===== config.mk =====
export PLATFORM = sky130hd
export DESIGN_NAME = key_scan_ctrl
export DESIGN_NICKNAME = d
export VERILOG_FILES = /design/src/rtl/key_scan_ctrl.sv
export SDC_FILE = /design/constraint.sdc
export NUM_CORES = 1
export LEC_CHECK = 0
export ABC_AREA = 1
export BUFFER_PORTS_ARGS = -buffer_cell sky130_fd_sc_hd__buf_2
export CELL_PAD_IN_SITES_DETAIL_PLACEMENT = 0
export CELL_PAD_IN_SITES_GLOBAL_PLACEMENT = 1
export CORE_MARGIN = 1.5
export CORE_UTILIZATION = 39
export DETAILED_ROUTE_END_ITERATION = 10
export GPL_ROUTABILITY_DRIVEN = 0
export PLACE_DENSITY = 0.75
export SLEW_MARGIN = 25
export SYNTH_ARGS = -nofsm -noshare
export SYNTH_HDL_FRONTEND = slang
export SYNTH_SLANG_ARGS = --single-unit

===== constraint.sdc =====
create_clock -name clk -period 1.95 [get_ports clk]
set_clock_uncertainty 0.2 [all_clocks]
set_input_delay 0.0975 -clock clk [delete_from_list [all_inputs] [get_ports clk]]
set_output_delay 0.0975 -clock clk [all_outputs]
set_load 0.01 [all_outputs]

===== src/rtl/key_scan_ctrl.sv =====
// key_scan_ctrl: front end for a 10-key active-low keypad.
// Synchronises and debounces the raw key lines, priority-encodes them to a
// BCD code (highest index wins) and emits one event per debounced press
// through a one-entry valid/ready output register.
// Optional feature macro: KEY_REPEAT_EN (auto-repeat while a key is held).
module key_scan_ctrl #(
  parameter int DB_CYCLES  = 4,
  parameter int REPEAT_DLY = 16,
  parameter int REPEAT_PER = 8
) (
  input  logic       clk,
  input  logic       rst_n,
  input  logic [9:0] S_n,
  input  logic       out_ready,
  output logic       out_valid,
  output logic [3:0] key_code,
  output logic       out_repeat,
  output logic       key_down,
  output logic       overrun
);

  localparam int MAX_AB = (DB_CYCLES > REPEAT_DLY) ? DB_CYCLES : REPEAT_DLY;
  localparam int MAX_P  = (MAX_AB > REPEAT_PER) ? MAX_AB : REPEAT_PER;
  localparam int CW     = $clog2(MAX_P) + 1;

  typedef enum logic [1:0] {IDLE, DEBOUNCE, PRESSED, RELEASE} state_t;

  logic [9:0]    s_meta;
  logic [9:0]    s_sync;
  logic          gs;
  logic [3:0]    code;
  state_t        state;
  logic [3:0]    cand;
  logic [CW-1:0] cnt;
  logic          match;
  logic          db_done;
  logic          ev_press;
  logic          ev_rep;
  logic          ev;

  // Two-flop synchroniser; idles at all-released.
  // NOTE: sequential state uses non-blocking assignments so every flop
  // samples pre-edge values, independent of statement order.
  always_ff @(posedge clk or negedge rst_n) begin
    if (!rst_n) begin
      s_meta <= 10'h3FF;
      s_sync <= 10'h3FF;
    end else begin
      s_meta <= S_n;
      s_sync <= s_meta;
    end
  end

  // Priority encoder: ascending scan so the highest pressed index wins.
  // NOTE: every always_comb output gets a default first, so no path can
  // leave a value held and infer a latch.
  always_comb begin
    gs   = 1'b0;
    code = 4'd0;
    for (int i = 0; i < 10; i++) begin
      if (!s_sync[i]) begin
        gs   = 1'b1;
        code = 4'(i);
      end
    end
  end

`ifdef KEY_REPEAT_EN
  logic [CW-1:0] hold;
  logic          rep_phase;
  logic          rep_q;
  logic [CW-1:0] hold_lim;

  // Hold threshold: initial delay first, then the repeat period.
  always_comb begin
    hold_lim = rep_phase ? CW'(REPEAT_PER - 1) : CW'(REPEAT_DLY - 1);
    ev_rep   = (state == PRESSED) && match && (hold == hold_lim);
  end

  // Hold counter runs only in PRESSED and survives a release glitch.
  always_ff @(posedge clk or negedge rst_n) begin
    if (!rst_n) begin
      hold      <= '0;
      rep_phase <= 1'b0;
    end else if (ev_press) begin
      hold      <= '0;
      rep_phase <= 1'b0;
    end else if (ev_rep) begin
      hold      <= '0;
      rep_phase <= 1'b1;
    end else if (state == PRESSED && match && hold < hold_lim) begin
      hold <= hold + 1'b1;
    end
  end

  assign out_repeat = rep_q;
`else
  logic rep_q;

  assign ev_rep     = 1'b0;
  assign out_repeat = 1'b0;
`endif

  // Event qualifiers for the current cycle.
  always_comb begin
    match    = gs && (code == cand);
    db_done  = (cnt == CW'(DB_CYCLES - 1));
    ev_press = (state == DEBOUNCE) && match && db_done;
    ev       = ev_press || ev_rep;
  end

  // Debounce FSM plus the one-entry output register.
  always_ff @(posedge clk or negedge rst_n) begin
    if (!rst_n) begin
      state     <= IDLE;
      cand      <= 4'd0;
      cnt       <= '0;
      key_down  <= 1'b0;
      out_valid <= 1'b0;
      key_code  <= 4'd0;
      rep_q     <= 1'b0;
      overrun   <= 1'b0;
    end else begin
      case (state)
        IDLE: begin
          if (gs) begin
            state <= DEBOUNCE;
            cand  <= code;
            cnt   <= '0;
          end
        end
        DEBOUNCE: begin
          if (!match) begin
            state <= IDLE;
          end else if (db_done) begin
            state    <= PRESSED;
            key_down <= 1'b1;
          end else begin
            cnt <= cnt + 1'b1;
          end
        end
        PRESSED: begin
          if (!match) begin
            state <= RELEASE;
            cnt   <= '0;
          end
        end
        RELEASE: begin
          if (match) begin
            state <= PRESSED;
          end else if (db_done) begin
            state    <= IDLE;
            key_down <= 1'b0;
          end else begin
            cnt <= cnt + 1'b1;
          end
        end
        default: state <= IDLE;
      endcase

      overrun <= 1'b0;
      if (ev) begin
        if (!out_valid || out_ready) begin
          out_valid <= 1'b1;
          key_code  <= cand;
          rep_q     <= ev_rep;
        end else begin
          overrun <= 1'b1;
        end
      end else if (out_valid && out_ready) begin
        out_valid <= 1'b0;
      end
    end
  end

endmodule

==> results.sh <==
export IMPL_fp_row_count=23
export IMPL_r2r_start="s_sync[4]"
export IMPL_yosys_area_share_simple=0.262
export IMPL_grt_overflow=0
export IMPL_intPower_mw=1.63
export IMPL_synthesis_nets=181
export IMPL_yosys_warnings=0
export IMPL_whs_ns=0.152
export IMPL_core_area_um2=3970
export IMPL_io_pins=21
export IMPL_power_switching_mw=0.912
export IMPL_place_area_um2=1800
export IMPL_drt_wl_total_um=2640
export IMPL_cts_tree="yes"
export IMPL_setup_viol=11
export IMPL_reg2reg_slack_ns=-0.07
export IMPL_p_seq_frac=0.415
export IMPL_yosysSeqAreaShare=0.607
export IMPL_drc=0
export IMPL_port_buffer_count=19
export IMPL_reg2reg_to="cnt[1]"
export IMPL_tightest_slew_ns=0.769
export IMPL_cts_buffers=5
export IMPL_start_util=0.405
export IMPL_firstDrtPassIters=4
export IMPL_fin_area_um2=2110
export IMPL_synth_xor_area_share=0.0109
export IMPL_clkTransAtPathRegs_ns=0.08
export IMPL_power_density_nw_per_um2=1200
export IMPL_maxSlewViolCount=0
export IMPL_synth_distinct_cells=30
export IMPL_ant_nets=0
export IMPL_cts_sinks=38
export IMPL_cts_root_buf="clkbuf_8"
export IMPL_hold_viol=0
export IMPL_ys_ff_latch=38
export IMPL_fmax_ghz=0.495
export IMPL_endpoint_kind="register"
export IMPL_grt_pass1_vias=1108
export IMPL_start_kind="register"
export IMPL_status="complete, but fails checks"
export IMPL_ff2ff_path_depth=13
export IMPL_fillers=365
export IMPL_critPathMaxFanout=6
export IMPL_vias=1196
export IMPL_power_share_clock=0.238
export IMPL_die_area_um2=4520
export IMPL_swShare=0.359
export IMPL_rsz0062_at_grt="true"
export IMPL_grt_usage=0.139
export IMPL_clockBufferDepth=2
export IMPL_die_h_um=67.2
export IMPL_required_ns=1.93
export IMPL_peakVddDrop_mv=0.554
export IMPL_cts_max_level=2
export IMPL_slew_headroom=0.487
export IMPL_p_leak_nw=1.04
export IMPL_holdCritPathClass="reg -> reg"
export IMPL_synth_compound_area_frac=0.0614
export IMPL_syn_avg_cell_area_um2=9.63
export IMPL_diodes=0
export IMPL_holdPathEnd="s_sync[2]"
export IMPL_die_x_um=67.2
export IMPL_dp_hpwl_um=1850
export IMPL_worstPathArrival_ns=2.00
export IMPL_synth_top_family_by_area="simple AND/OR/NAND/NOR gates"
export IMPL_vias_per_cell=4.55
export IMPL_min_path_cells=0
export IMPL_clock_latency_ns=0.29
export IMPL_layout_common_cells="49 x nand2_1, 20 x dfstp_2, 19 x buf_2"
export IMPL_synth_fa_ha_area_frac=0.00778
export IMPL_syn_to_final_growth_pct=31.2
export IMPL_crit_type="reg -> reg"
export IMPL_min_period_ns=2.02
export IMPL_p_comb_frac=0.347
export IMPL_min_delay_start="s_meta[2]"
export IMPL_drive_gt1_frac=0.390
export IMPL_layout_commonest_cell="nand2_1"
export IMPL_synth_area_um2=1610
export IMPL_maxCapViolCount=0
export IMPL_period_share=1.04
export IMPL_violations="setup timing"
export IMPL_setup_slack_ns=-0.0707
export IMPL_total_power_mw=2.54
export IMPL_nets=226
export IMPL_wl_per_cell_um=10.0
export IMPL_grt_max_degree=39
export IMPL_grt_pass1_wl_um=4600
export IMPL_drtIter0Drc=32
export IMPL_antenna_found_initial=0
export IMPL_syn_inst=167
export IMPL_synthMuxAreaShare=0
-- per-layer routing --
layer,global-route usage,routed length [µm]
met1,0.170,1210
met2,0.214,1260
met3,0.0500,120
met4,0.0765,46
met5,0,0
-- through the flow --
| stage | cells | setup WS, ns | setup TNS, ns | util |
|---|---|---|---|---|
| CTS | 262 | -0.0832 | -0.567 | 0.515 |
| finish | 263 | -0.0707 | -0.615 | 0.532 |
| global placement | 240 | -0.0811 | -0.573 | 0.452 |
| floorplan | 167 | 0.0707 | 0 | - |
| detailed placement | 240 | -0.0868 | -0.674 | 0.452 |
| global route | 263 | -0.209 | -2.41 | 0.532 |
-- sequential cells by signal, summed over array words and instances, names as in the netlist, named ones only --
register and flops:
cand 4, cnt 5, key_code 4, key_down 1
out_valid 1, overrun 1, s_meta 10, s_sync 10
state 1
-- worst max-delay path by stage --
stage | from | end | slack, ns | cells past startpoint
after CTS | s_sync[4] | cnt[1] | -0.08 | 13
after floorplan | s_sync[4] | key_down | 0.07 | 13
after detailed placement | s_sync[4] | cnt[1] | -0.09 | 13
after global placement | s_sync[4] | key_down | -0.08 | 13
final | s_sync[4] | cnt[1] | -0.07 | 13
after global routing | s_sync[1] | key_down | -0.21 | 17
-- layout make-up --
type,count,area (µm²),share of cell area
sequential,38,976,0.462
timing repair buffer,39,275,0.130
clock buffer,6,93.8,0.0445
tap,50,62.6,0.0296
clock inverter,2,12.5,0.00593
inverter,19,73.8,0.0350
multi-input combinational,109,617,0.292
-- critical path, cell delays in order (launching register included) --
cell and delay [ns]:
dfstp_2 0.56, nand2_4 0.07, o21bai_4 0.14, nand2_1 0.08, nand2_1 0.06, nand2_1 0.08
nor2_4 0.14, nand3_4 0.14, inv_4 0.11, nand2_2 0.05, nand2_2 0.08, nand2_4 0.07
nand2_1 0.06, nand2_1 0.05
-- Yosys cell counts --
cell       number  area share
nand4_1         1      0.0039
nor2_4          1      0.0070
o2111ai_1       2       0.011
o21ai_4         1       0.010
nor4_1          1      0.0039
dfrtp_1        18        0.28
conb_1          1      0.0023
nor3_1          2      0.0062
inv_1          15       0.035
nor3b_1         1      0.0047
ha_1            1      0.0078
o21bai_2        1      0.0070
nor3_2          1      0.0062
o21ai_2         1      0.0054
clkinv_1        1      0.0023
buf_4           1      0.0047
o21ai_1         4       0.012
inv_2           3      0.0070
nand3_1         7       0.022
nand2_4         1      0.0070
nor2_2          1      0.0039
nand2_2         2      0.0078
dfstp_2        20        0.33
o21ai_0         3      0.0093
nor2_1         13       0.030
nand4_4         1       0.013
nand3_4         1       0.011
a21oi_1         2      0.0062
xor2_1          2       0.011
nand2_1        58        0.14
-- what timing repair did --
item / CTS / global route
setup buffers: 2 / 1
resized for setup: 3 / 16
hold buffers: 12 / 0
endpoints found under the hold margin: 30 / 0
endpoints found under the setup margin: 11 / 14
pin swaps: 5 / 14
-- power groups by stage --
stage | combinational (mW) | clock (mW) | sequential [mW]
finish | 0.881 | 0.605 | 1.05
global route | 0.992 | 0.669 | 1.08
CTS | 0.822 | 0.628 | 1.05
detailed placement | 0.766 | 0 | 1.06
global placement | 0.745 | 0 | 1.06
floorplan | 0.535 | 0 | 1.07
-- cells by family (layout without fill, tap and decap cells) --
| group | Yosys count | after routing |
|---|---|---|
| and+or+nand+nor | 91 | 91 |
| DFF | 38 | 38 |
| buffers and inverters | 20 | 66 |
| AOI/OAI and AO/OA | 14 | 14 |
| xor gates and xnor gates | 2 | 2 |
| adders and majority gates | 1 | 1 |
| other | 1 | 1 |
No activity file was read; power rests on OpenSTA's default activity.
